## src/rtl/hazard_ctrl_mc.sv

```systemverilog
// Hazard control for the 5-stage RV32 core: forwarding, load-use/branch hazards, mul/div freeze, perf counters.
// Stall/flush/forward outputs are combinational (same cycle); only the mul/div FSM and the counters are registered.
module hazard_ctrl_mc #(
    parameter int REG_AW = 5,
    parameter int CNT_W  = 32
) (
    input  logic              clk,
    input  logic              rst_n,
    input  logic [REG_AW-1:0] RS1_d,
    input  logic [REG_AW-1:0] RS2_d,
    input  logic [REG_AW-1:0] RS1_e,
    input  logic [REG_AW-1:0] RS2_e,
    input  logic [REG_AW-1:0] RD_e,
    input  logic [REG_AW-1:0] RD_m,
    input  logic [REG_AW-1:0] RD_w,
    input  logic              RegWrite_m,
    input  logic              RegWrite_w,
    input  logic [1:0]        ResultSrc_e,
    input  logic              PCSrc_e,
    input  logic              MulDiv_e,
    input  logic              MDDone_e,
    output logic [1:0]        ForwardA_e,
    output logic [1:0]        ForwardB_e,
    output logic              Stall_f,
    output logic              Stall_d,
    output logic              Stall_e,
    output logic              Flush_d,
    output logic              Flush_e,
    output logic              Flush_m,
    output logic              MDStart_e,
    output logic              MDBusy,
    output logic [CNT_W-1:0]  StallCount,
    output logic [CNT_W-1:0]  FlushCount
);

    typedef enum logic {IDLE = 1'b0, BUSY = 1'b1} md_state_t;

    localparam logic [CNT_W-1:0] CNT_ONE = CNT_W'(1);

    md_state_t state, state_nxt;
    logic      lw_stall;
    logic      md_stall;
    logic      md_start;

    function automatic logic [1:0] fwd_sel(
        input logic [REG_AW-1:0] src,
        input logic [REG_AW-1:0] rd_m,
        input logic              we_m,
        input logic [REG_AW-1:0] rd_w,
        input logic              we_w
    );
        if (we_m && (rd_m != '0) && (src == rd_m))
            return 2'b10;
        else if (we_w && (rd_w != '0) && (src == rd_w))
            return 2'b01;
        else
            return 2'b00;
    endfunction

    always_comb begin
        ForwardA_e = fwd_sel(RS1_e, RD_m, RegWrite_m, RD_w, RegWrite_w);
        ForwardB_e = fwd_sel(RS2_e, RD_m, RegWrite_m, RD_w, RegWrite_w);
    end

    assign lw_stall = ((RS1_d == RD_e) || (RS2_d == RD_e)) && (RD_e != '0) && (ResultSrc_e == 2'b01);

    always_ff @(posedge clk or negedge rst_n) begin
        if (!rst_n)
            state <= IDLE;
        else
            state <= state_nxt;
    end

    // A taken branch squashes the mul/div in Execute, so it never starts.
    always_comb begin
        state_nxt = state;
        md_start  = 1'b0;
        md_stall  = 1'b0;
        case (state)
            IDLE: begin
                if (MulDiv_e && !PCSrc_e) begin
                    md_start  = 1'b1;
                    md_stall  = 1'b1;
                    state_nxt = BUSY;
                end
            end
            BUSY: begin
                if (MDDone_e)
                    state_nxt = IDLE;
                else
                    md_stall = 1'b1;
            end
            default: state_nxt = IDLE;
        endcase
    end

    // md_stall freezes everything up to Execute and overrides load-use and branch.
    always_comb begin
        Stall_f = 1'b0;
        Stall_d = 1'b0;
        Stall_e = 1'b0;
        Flush_d = 1'b0;
        Flush_e = 1'b0;
        Flush_m = 1'b0;
        if (md_stall) begin
            Stall_f = 1'b1;
            Stall_d = 1'b1;
            Stall_e = 1'b1;
            Flush_m = 1'b1;
        end else begin
            Stall_f = lw_stall;
            Stall_d = lw_stall;
            Flush_d = PCSrc_e;
            Flush_e = lw_stall | PCSrc_e;
        end
    end

    assign MDStart_e = md_start;
    assign MDBusy    = (state == BUSY);

    always_ff @(posedge clk or negedge rst_n) begin
        if (!rst_n) begin
            StallCount <= '0;
            FlushCount <= '0;
        end else begin
            if (Stall_f && (StallCount != '1))
                StallCount <= StallCount + CNT_ONE;
            if (Flush_d && (FlushCount != '1))
                FlushCount <= FlushCount + CNT_ONE;
        end
    end

endmodule

```

## config.mk

```make
export PLATFORM = sky130hd
export DESIGN_NAME = hazard_ctrl_mc
export DESIGN_NICKNAME = d
export VERILOG_FILES = /design/src/rtl/hazard_ctrl_mc.sv
export SDC_FILE = /design/constraint.sdc
export NUM_CORES = 1
export LEC_CHECK = 0
export ABC_CLOCK_PERIOD_IN_PS = 3480
export CAP_MARGIN = 10
export CORE_MARGIN = 2
export CORE_UTILIZATION = 46
export DETAILED_ROUTE_END_ITERATION = 8
export PLACE_DENSITY = 0.83
export SYNTH_ARGS = -nofsm -noshare
export SYNTH_HDL_FRONTEND = slang
export SYNTH_SLANG_ARGS = --single-unit
```

## constraint.sdc

```tcl
create_clock -name clk -period 3.48 [get_ports clk]
set_input_delay 1.044 -clock clk [delete_from_list [all_inputs] [get_ports clk]]
set_output_delay 1.044 -clock clk [all_outputs]
set_load 0.01 [all_outputs]
```

==> results of run 1 <==
-- flip-flops by register name (all words and copies together), names as in the netlist --
signal and count:
MDBusy 1, FlushCount 32, StallCount 32
-- worst max-delay path: cells and delay by family --
| kind | cells | cell delay (ns) |
|---|---|---|
| compound gates | 1 | 0.15 |
| buf+inv | 3 | 0.39 |
| simple gates | 3 | 0.86 |
-- worst max-delay path by stage --
stage	endpoint	slack (ns)	cells after the start
after floorplan	ForwardA_e[0]	0.1	4
after global placement	ForwardA_e[0]	-0.77	6
after detailed placement	ForwardA_e[0]	-0.89	6
after CTS	ForwardA_e[0]	-0.02	5
after global routing	ForwardA_e[0]	-0.08	7
final	ForwardA_e[0]	-0.02	7
-- metal layers --
layer / up-vias / part of all wire (%) / GRT usage [%]
met2: 108 / 51 / 37.5
met4: 0 / 1.6 / 6.59
met3: 15 / 5.5 / 4.03
li1: 1506 / - / -
met5: - / 0 / 0
met1: 1542 / 42 / 27.6
-- timing repair --
action / CTS / global route
buffers inserted: 1 / 2
pin swaps: 14 / 8
resized for setup: 83 / 18
setup endpoints to repair: 11 / 6
hold buffers: 0 / 0
-- layout by cell type (no fill, tap or decap), drive strengths merged, types with 2 or more instances in the layout --
master          n
and2            3
o21ai           4
clkinvlp        2
nor4            4
clkbuf         11
inv             6
nor3            9
xor2           34
dlygate4sd2    14
or4             5
nor3b           3
dfrtp          65
buf            43
nand3          33
clkdlybuf4s15   6
mux2            2
ha              2
nor2b           4
nand4          30
nor2           23
xnor2          58
clkdlybuf4s50  85
and4           10
and3           17
clkinv          3
nand2          14
nand2b          2
-- power groups by stage --
stage | clock network [W] | logic, W | registers (W)
3_3_place_gp | 0 | 0.000509 | 0.000949
3_5_place_dp | 0 | 0.000524 | 0.000954
5_1_grt | 0.000650 | 0.000569 | 0.000955
6_report | 0.000604 | 0.000527 | 0.000939
2_1_floorplan | 0 | 0.000189 | 0.000970
4_1_cts | 0.000611 | 0.000518 | 0.000940
-- synth_stat cells, types with 2 or more instances --
cell type	instances	area share, %
dfrtp_1	65	46
xnor2_1	58	14
xor2_1	34	8.4
nand3_1	33	4.7
nand4_1	28	4.9
nor2_1	23	2.4
and3_1	17	3.0
nand2_1	14	1.5
and4_1	7	1.7
inv_1	6	0.64
buf_2	5	0.71
nor3_1	5	0.71
or4_1	5	1.1
nor2b_1	4	0.71
nor3_2	4	1.1
nor4_1	4	0.71
and2_1	3	0.53
and4_4	3	0.95
buf_4	3	0.64
o21ai_0	3	0.42
ha_1	2	0.71
nand2b_1	2	0.35
nor3b_1	2	0.42
-- per-stage QoR --
step | hold WS (ns) | cell area (sq um)
detailed placement | 0.485 | 5020
global route | 0.526 | 5280
CTS | 0.496 | 5200
floorplan | 0.518 | 3540
global placement | 0.473 | 5020
finish | 0.493 | 5280
-- kinds of logic (layout without fill, tap and decap cells) --
kind of cell | after synthesis | in the layout | share of synthesized area [%]
AO/OA/AOI/OAI | 5 | 5 | 0.776
XOR/XNOR | 92 | 92 | 22.7
adder cells (fa/ha/maj) | 2 | 2 | 0.706
buffers and inverters | 15 | 172 | 2.29
flip-flops | 65 | 65 | 45.9
multiplexers | 2 | 2 | 0.741
AND/OR/NAND/NOR | 160 | 160 | 26.9
-- layout make-up --
class                           instances  area share (%)
Multi-Input combinational cell        261            36.7
Sequential cell                        65            30.8
Timing Repair Buffer                  151            26.1
Tap cell                              102            2.42
Clock buffer                            9            2.35
Clock inverter                          6            1.14
Inverter                                6           0.427
==> metrics.md, run 1 <==
| Metric | Value |
|---|---|
| Status | finished, violations left |
| Failing checks | negative setup slack |
| Layout cells sized above 1 | between 10% and 20% |
| Reg2Reg Depth | 7 |
| Hold depth | 1 |
| Clk pwr share | around 29% |
| CTS buffer count | 9 |
| Fill cells | 588 |
| Drt wl/cell | between 15 and 20 um |
| EDFF count, synth | 0 |
| Hold path endpoint | StallCount[27]$_DFFE_PN0P_ |
| Final setup vio count | 2 |
| Die W | 91.8 um |
| Area of the multi-input gates | 0.00194 sq mm |
| CP Cell Sequence | buf_6, or4_4, o21ai_4, buf_6, nor4_4, nor4_2, buf_2 |
| Syn Area/Cell | between 10 and 15 sq um |
| Period Utilization, post-route | 101% |
| Number of global-route vias before repair | about 3200 |
| Diode count | 0 |
| Final worst slack | -0.0229 ns |
| Number of remaining DRC errors | 0 |
| Power, Total | between 0.002 and 0.0025 W |
| Core footprint | roughly 0.0076 sq mm |
| RR Endpoint | StallCount[1]$_DFFE_PN0P_ |
| TritonCTS clock tree | yes |
| Worst R2R Setup Slack | approximately 1.2 ns |
| CP Class | input pin to output pin |
| GPL Wtd Cong | approximately 0.84 |
| Flip-flop and latch area | ~0.0016 sq mm |
| First-pass GRT wire length | around 15 mm |
| Synth async-reset ratio | 100% |
| I/O Pins | 120 |
| Post-synthesis cell type count | 34 |
| Min Tclk post-route | 3.50 ns |
| Leakage power | 2.27 nW |
| Worst setup EP type | output pin |
| Area Growth Syn to Fin | 48.9% |
| Clock latency on the worst-skew pair | approximately 0.33 ns |
| Skew final | roughly 0.01 ns |
| Pwr Density | around 390 mW/mm^2 |
| Number of synthesized register bits | between 60 and 70 |
| Crit path arrival time | between 2 and 2.5 ns |
| Place WS | -0.888 ns |
| Slowest cell on the critical path | or4_4 |
| CP max stage delay | around 0.54 ns |
| Hold path start | StallCount[27]$_DFFE_PN0P_ |
| Synth warn | 0 |
| Clk slew on worst S/H paths | ~0.070 ns |
| Largest net degree at the start of global routing | 28 |
| Comb power frac | 25.5% |
| Routed Antenna Nets | 0 |
| Clock Sinks | 65 |
| Placed Cells incl. Taps | between 500 and 600 |
| Startpoint Class | input pin |
| CP dominant cell by count | buf_6 |
| GRT overflow | 0 |
| Die area | ~0.0084 sq mm |
| CTS Buffer Depth | 2 |
| Max Cap Viol | 0 |
| Die height | between 90 and 100 um |
| Worst EP required | 2.44 ns |
| Top FF cell, synth | dfrtp_1 |
| Number of DRC markers in iteration 0 | about 110 |
| Setup TNS | -0.0427 ns |
| P_sw | between 0.0006 and 0.0007 W |
| Hold/Removal Path Class | flop to flop |
| Routed vias | 3171 |
| Critical-path maximum fanout | 2 |
| Internal | ~0.0015 W |
| Sw Share | 29.7% |
| Maximum VDD drop | between 0.2 and 0.25 mV |
| Cell Rows | 32 |
| # H-tree levels | 3 |
| Slew margin rel. | between 40% and 50% |
| PortBufs | 119 |
| Reg2reg start | StallCount[0]$_DFFE_PN0P_ |
| CTS root buffer | clkbuf_8 |
| Fmax | between 0.2 and 0.3 GHz |
| Flop pwr share | 45.4% |
| Nets | between 500 and 600 |
| Worst setup path start | RD_m[4] |
| Sequential share of the synthesized area | 45.9% |
| Final Hold Fails | 0 |
| Slew Limit Fails | 0 |
| Synth Instances | roughly 340 |
| Syn Nets | between 300 and 400 |
| RSZ-0062 raised after global routing | true |
| Initial antenna violation count | 0 |
| Initial core utilization | around 47% |
| Via density | 5.29 |
| Final wirelength | a little over 9 mm |
| Mapped Area | approximately 0.0035 sq mm |
| Fin cells | 600 |
| Gr usage total | 21.7% |
| Final HPWL DP | 6.88 mm |
| First-pass detailed-route iteration total | 4 |
| Slew @ Worst Pin | 0.761 ns |
| Layout Utilization | between 60% and 70% |
(Power assumes the default switching activity.)
==> run 2, diff against run 1 <==
GPL_ROUTABILITY_DRIVEN = 0   (was not set)
REMOVE_ABC_BUFFERS = 1   (was not set)
==> run 2 against run 1 <==
Compared with the run above:
- the run still ends with negative setup slack left
- register-to-register slack got worse by 0.02 ns
- clock power rose by 13%
- sequential share of layout area fell by 0.23 points
- final cell count fell by 0.33%
- critical path type unchanged
- largest power group unchanged
==> metrics.md, run 2 (synthesis results as in run 1) <==
| Metric | Value |
|---|---|
| Die area | 0.00842 sq mm (unchanged) |
| Number of DRC markers in iteration 0 | 109 (unchanged) |
| Leakage power | 2.32 nW (+2.1%) |
| Most common cell after layout, fill and taps aside | clkdlybuf4s50_1 |
| Maximum VDD drop | 0.301 mV (+25%) |
| Layout Utilization | 69.9% (+0.53 points) |
| Die height | 91.8 um (unchanged) |
| Worst setup EP type | output pin |
| Commonest cells after routing, fill and taps aside | clkdlybuf4s50_1, dfrtp_1, xnor2_1 |
| Slew Limit Fails | 0 (unchanged) |
| Status | finished, violations left |
| Routed vias | 3172 (+0.032%) |
| WL met1 | 3.72 mm (-2.1%) |
| # H-tree levels | 3 (unchanged) |
| Hold/Removal Path Class | flop to flop |
| Cell Rows | 32 (unchanged) |
| Die W | 91.8 um (unchanged) |
| Via density | 5.30 (+0.37%) |
| Number of global-route vias before repair | 3126 (-1.0%) |
| Fmax | 0.285 GHz (-0.27%) |
| Slew margin rel. | 45.0% (-3.9 points) |
| Slowest cell on the critical path | clkdlybuf4s50_1 |
| Place WS | -0.894 ns (-0.00593 ns) |
| CTS buffer count | 9 (unchanged) |
| CP Class | input pin to output pin |
| First-pass GRT wire length | 15.0 mm (+1.4%) |
| Power, Total | 0.00216 W (+4.3%) |
| Met3 WL post-DR | 672 um (+35%) |
| Min Tclk post-route | 3.51 ns (+0.00945 ns) |
| Clock Sinks | 65 (unchanged) |
| Setup TNS | -0.0634 ns (-0.0207 ns) |
| Startpoint Class | input pin |
| Max Cap Viol | 0 (unchanged) |
| Crit path buf inv count | 3 (unchanged) |
| Metal2 WL | 4.70 mm (+1.4%) |
| Final setup vio count | 2 (unchanged) |
| CP Cell Sequence | clkdlybuf4s50_1, xnor2_1, nand3_1, nor4_2, buf_4, clkdlybuf4s15_1 |
| Worst EP required | 2.44 ns (about the same) |
| Nets | 538 (-0.37%) |
| Diode count | 0 (unchanged) |
| Period Utilization, post-route | 101% (+0.27 points) |
| Initial core utilization | 46.6% (unchanged) |
| Routed Antenna Nets | 0 (unchanged) |
| TritonCTS clock tree | yes |
| Crit path arrival time | 2.47 ns (about the same) |
| Skew final | 0.0107 ns (+0.000706 ns) |
| CP top delay family | buffers and inverters |
| GRT overflow | 0 (unchanged) |
| Number of remaining DRC errors | 0 (unchanged) |
| PortBufs | 119 (unchanged) |
| Final Hold Fails | 0 (unchanged) |
| Final wirelength | 9.30 mm (+2.5%) |
| Gr usage total | 22.8% (+1.1 points) |
| CP max stage delay | 0.52 ns (-0.02 ns) |
| Layout cells sized above 1 | 18.3% (+0.48 points) |
| Final HPWL DP | 7.03 mm (+2.3%) |
| Clock latency on the worst-skew pair | 0.35 ns (+0.02 ns) |
| Failing checks | negative setup slack |
| CTS root buffer | clkbuf_8 |
| Drt wl/cell | 15.6 um (+2.9%) |
| CTS Buffer Depth | 2 (unchanged) |
| Largest net degree at the start of global routing | 39 (+39%) |
| I/O Pins | 120 (unchanged) |
| Pwr Density | 406 mW/mm^2 (+3.5%) |
| Top Layer Used | met4 |
| Initial antenna violation count | 0 (unchanged) |
| Final Hold Slack | 0.486 ns (-0.00661 ns) |
| Slew @ Worst Pin | 0.825 ns (+0.0639 ns) |
| Critical-path maximum fanout | 2 (unchanged) |
| Clk slew on worst S/H paths | 0.06 ns (about the same) |
| Final worst slack | -0.0324 ns (-0.00945 ns) |
| RSZ-0062 raised after global routing | true |
| Core footprint | 0.00761 sq mm (unchanged) |
| Area Growth Syn to Fin | 50.0% |
| First-pass detailed-route iteration total | 4 (unchanged) |
[run 2: per-layer routing]
metal | vias to the layer above | track usage [%]
met5 | - | 0
met4 | 0 | 9.20
met2 | 131 | 38.8
li1 | 1513 | -
met3 | 18 | 6.16
met1 | 1510 | 27.3
[run 2: area by class of cell]
| class | count | area [sq um] |
|---|---|---|
| Multi-Input combinational cell | 261 | 1960 |
| Tap cell | 102 | 128 |
| Timing Repair Buffer | 149 | 1370 |
| Sequential cell | 65 | 1630 |
| Clock buffer | 10 | 128 |
| Fill cell | 590 | 2290 |
| Inverter | 6 | 22.5 |
| Clock inverter | 5 | 81.3 |
[run 2: final timing paths]
check	startpoint	end	slack [ns]	cells after the start
max in group asynchronous	rst_n	StallCount[2]$_DFFE_PN0P_	1.95	2
worst min register to register	StallCount[20]$_DFFE_PN0P_	StallCount[20]$_DFFE_PN0P_	0.49	1
min in group asynchronous	rst_n	StallCount[7]$_DFFE_PN0P_	0.79	1
worst max register to register	StallCount[0]$_DFFE_PN0P_	StallCount[1]$_DFFE_PN0P_	1.16	7
worst min-delay path	StallCount[20]$_DFFE_PN0P_	StallCount[20]$_DFFE_PN0P_	0.49	1
worst max-delay path	RS2_e[3]	ForwardB_e[1]	-0.03	6
[run 2: metrics by stage]
| step | instances | instance area (sq um) |
|---|---|---|
| 2_1_floorplan | 332 | 3490 |
| 3_3_place_gp | 579 | 5000 |
| 3_5_place_dp | 579 | 5000 |
| 4_1_cts | 596 | 5240 |
| 5_1_grt | 598 | 5320 |
| 6_report | 598 | 5320 |
[run 2: where the power goes]
part / switching, W / internal [W]
clock: 0.000281 / 0.000399
combinational: 0.000227 / 0.000303
sequential: 0.000118 / 0.000830
total: 0.000626 / 0.00153
[run 2: timing repair]
| item | CTS | global route |
|---|---|---|
| pin swaps | 15 | 11 |
| buffers inserted | 2 | 2 |
| gates resized for setup | 88 | 20 |
| hold buffers | 0 | 0 |
| endpoints found under the setup margin | 11 | 8 |
==> run 3, diff against run 2 <==
CORE_UTILIZATION = 39   (was 46)
PLACE_DENSITY = 0.72   (was 0.83)
SLEW_MARGIN = 10   (was not set)
==> run 3 against run 2 <==
Compared with the run above:
- the flow now finishes without violations
- sequential power barely moved
- clock-buffer cell count did not move
- sequential cell count did not move
- cell area rose by 1.2%
- hold slack improved by 0.0042 ns
- combinational power fell by 1%
- routed wire length rose by 2.9%
- register-to-register slack improved by 0.07 ns
- clock power rose by 29%
- critical endpoint is now MDStart_e
==> metrics.md, run 3 (synthesis results as in run 1) <==
| Metric | Value |
|---|---|
| Most common cell after layout, fill and taps aside | clkdlybuf4s50_1 |
| # H-tree levels | 3 (unchanged) |
| Cell Rows | 34 (+6.3%) |
| CP Class | input pin to output pin |
| Core footprint | 0.00876 sq mm (+15%) |
| Routed vias | 3155 (-0.54%) |
| Initial core utilization | 40.4% (-6.1 points) |
| Slew margin rel. | 45.7% (+0.64 points) |
| Max Cap Viol | 0 (unchanged) |
| CP dominant cell by count | clkdlybuf4s50_1 |
| Die height | 99.3 um (+8.2%) |
| Fill cells | 766 (+30%) |
| Hold_buf cts | 0 (unchanged) |
| Initial antenna violation count | 0 (unchanged) |
| Number of DRC markers in iteration 0 | 117 (+7.3%) |
| Status | complete, no violations |
| Worst setup EP type | output pin |
| Maximum VDD drop | 0.272 mV (-9.6%) |
| Final setup vio count | 0 (-2) |
| Die area | 0.00987 sq mm (+17%) |
| Final Hold Fails | 0 (unchanged) |
| Min Tclk post-route | 3.43 ns (-0.0826 ns) |
| Fmax | 0.292 GHz (+2.4%) |
| PortBufs | 119 (unchanged) |
| Final Cell Area | 0.00538 sq mm (+1.2%) |
| Clk slew on worst S/H paths | 0.08 ns (+0.02 ns) |
| Drt wl/cell | 15.8 um (+1.7%) |
| Setup TNS | 0 ns (+0.0634 ns) |
| Worst EP required | 2.44 ns (about the same) |
| Slowest cell on the critical path | clkdlybuf4s50_1 |
| CTS Buffer Depth | 2 (unchanged) |
| Clock Sinks | 65 (unchanged) |
| Commonest cells after routing, fill and taps aside | clkdlybuf4s50_1, dfrtp_1, xnor2_1 |
| Number of global-route vias before repair | 3225 (+3.2%) |
| Largest net degree at the start of global routing | 66 (+69%) |
| Gr usage total | 20.1% (-2.7 points) |
| Via density | 5.21 (-1.7%) |
| Startpoint Class | input pin |
| Leakage power | 2.36 nW (+1.9%) |
| Area Growth Syn to Fin | 51.7% |
| CP max stage delay | 0.55 ns (+0.03 ns) |
| GRT overflow | 0 (unchanged) |
| CTS buffer count | 9 (unchanged) |
| Layout Utilization | 61.4% (-8.5 points) |
| Slew Limit Fails | 0 (unchanged) |
| Final HPWL DP | 6.93 mm (-1.4%) |
| Nets | 538 (unchanged) |
| Routed Antenna Nets | 0 (unchanged) |
| Placed Area | 0.00503 sq mm (+0.60%) |
| TritonCTS clock tree | yes |
| First-pass GRT wire length | 15.7 mm (+5.3%) |
| Diode count | 0 (unchanged) |
| CP Cell Sequence | clkdlybuf4s50_1, nor3b_2, buf_4, clkdlybuf4s50_1 |
| Pwr Density | 437 mW/mm^2 (+7.5%) |
| I/O Pins | 120 (unchanged) |
| Die W | 99.3 um (+8.2%) |
| Final wirelength | 9.57 mm (+2.9%) |
| Clock latency on the worst-skew pair | 0.34 ns (about the same) |
| Skew final | 0.00885 ns (-0.00184 ns) |
| CTS root buffer | clkbuf_8 |
| First-pass detailed-route iteration total | 4 (unchanged) |
| Final Hold Slack | 0.491 ns (+0.00423 ns) |
| Slew @ Worst Pin | 0.815 ns (-0.00966 ns) |
| Number of remaining DRC errors | 0 (unchanged) |
| Period Utilization, post-route | 98.6% (-2.4 points) |
| Critical-path maximum fanout | 2 (unchanged) |
| Layout cells sized above 1 | 17.5% (-0.84 points) |
| Hold/Removal Path Class | flop to flop |
| Crit path arrival time | 2.39 ns (-0.08 ns) |
run 3: timing repair:
item	4_1_cts	5_1_grt
resized for setup	80	18
pin swaps	13	11
setup endpoints to repair	10	8
buffers inserted	0	1
run 3: final timing paths:
| path | from | end | slack, ns | depth (start not counted) |
|---|---|---|---|---|
| setup / recovery | PCSrc_e | MDStart_e | 0.05 | 4 |
| hold reg to reg | StallCount[30]$_DFFE_PN0P_ | StallCount[30]$_DFFE_PN0P_ | 0.49 | 1 |
| setup reg to reg | StallCount[0]$_DFFE_PN0P_ | StallCount[1]$_DFFE_PN0P_ | 1.23 | 7 |
| hold / removal | StallCount[30]$_DFFE_PN0P_ | StallCount[30]$_DFFE_PN0P_ | 0.49 | 1 |
| max in group asynchronous | rst_n | MDBusy$_DFF_PN0_ | 2.07 | 2 |
| min in group asynchronous | rst_n | StallCount[12]$_DFFE_PN0P_ | 0.88 | 2 |
run 3: layer usage:
layer | wire length [um] | global-route usage, %
met1 | 4190 | 25.4
met2 | 4540 | 32.5
met5 | 0 | 0
met3 | 687 | 6.11
met4 | 148 | 7.48
run 3: critical path, delay by kind of cell:
kind	cells	cell delay, ns
AND/OR/NAND/NOR	1	0.21
buffers and inverters	3	1.13
run 3: area by class of cell:
type,count,area [sq um],share of cell area (%)
clock buffer,10,138,2.56
timing repair buffer,149,1370,25.5
tap,108,135,2.51
clock inverter,6,136,2.54
inverter,6,22.5,0.419
multi-input combinational,261,1950,36.3
sequential,65,1630,30.2
run 3: where the power goes:
group	switching, W	internal (W)
clock	0.000309	0.000571
sequential	0.000115	0.000830
combinational	0.000226	0.000298
total	0.000650	0.00170
run 3: per-stage QoR:
stage	std cells	power (W)	worst slack [ns]
2_1_floorplan	332	0.00115	-0.323
5_1_grt	605	0.00245	-0.0130
4_1_cts	604	0.00236	0.00583
3_3_place_gp	588	0.00146	-0.714
6_report	605	0.00235	0.0502
3_5_place_dp	588	0.00148	-0.851
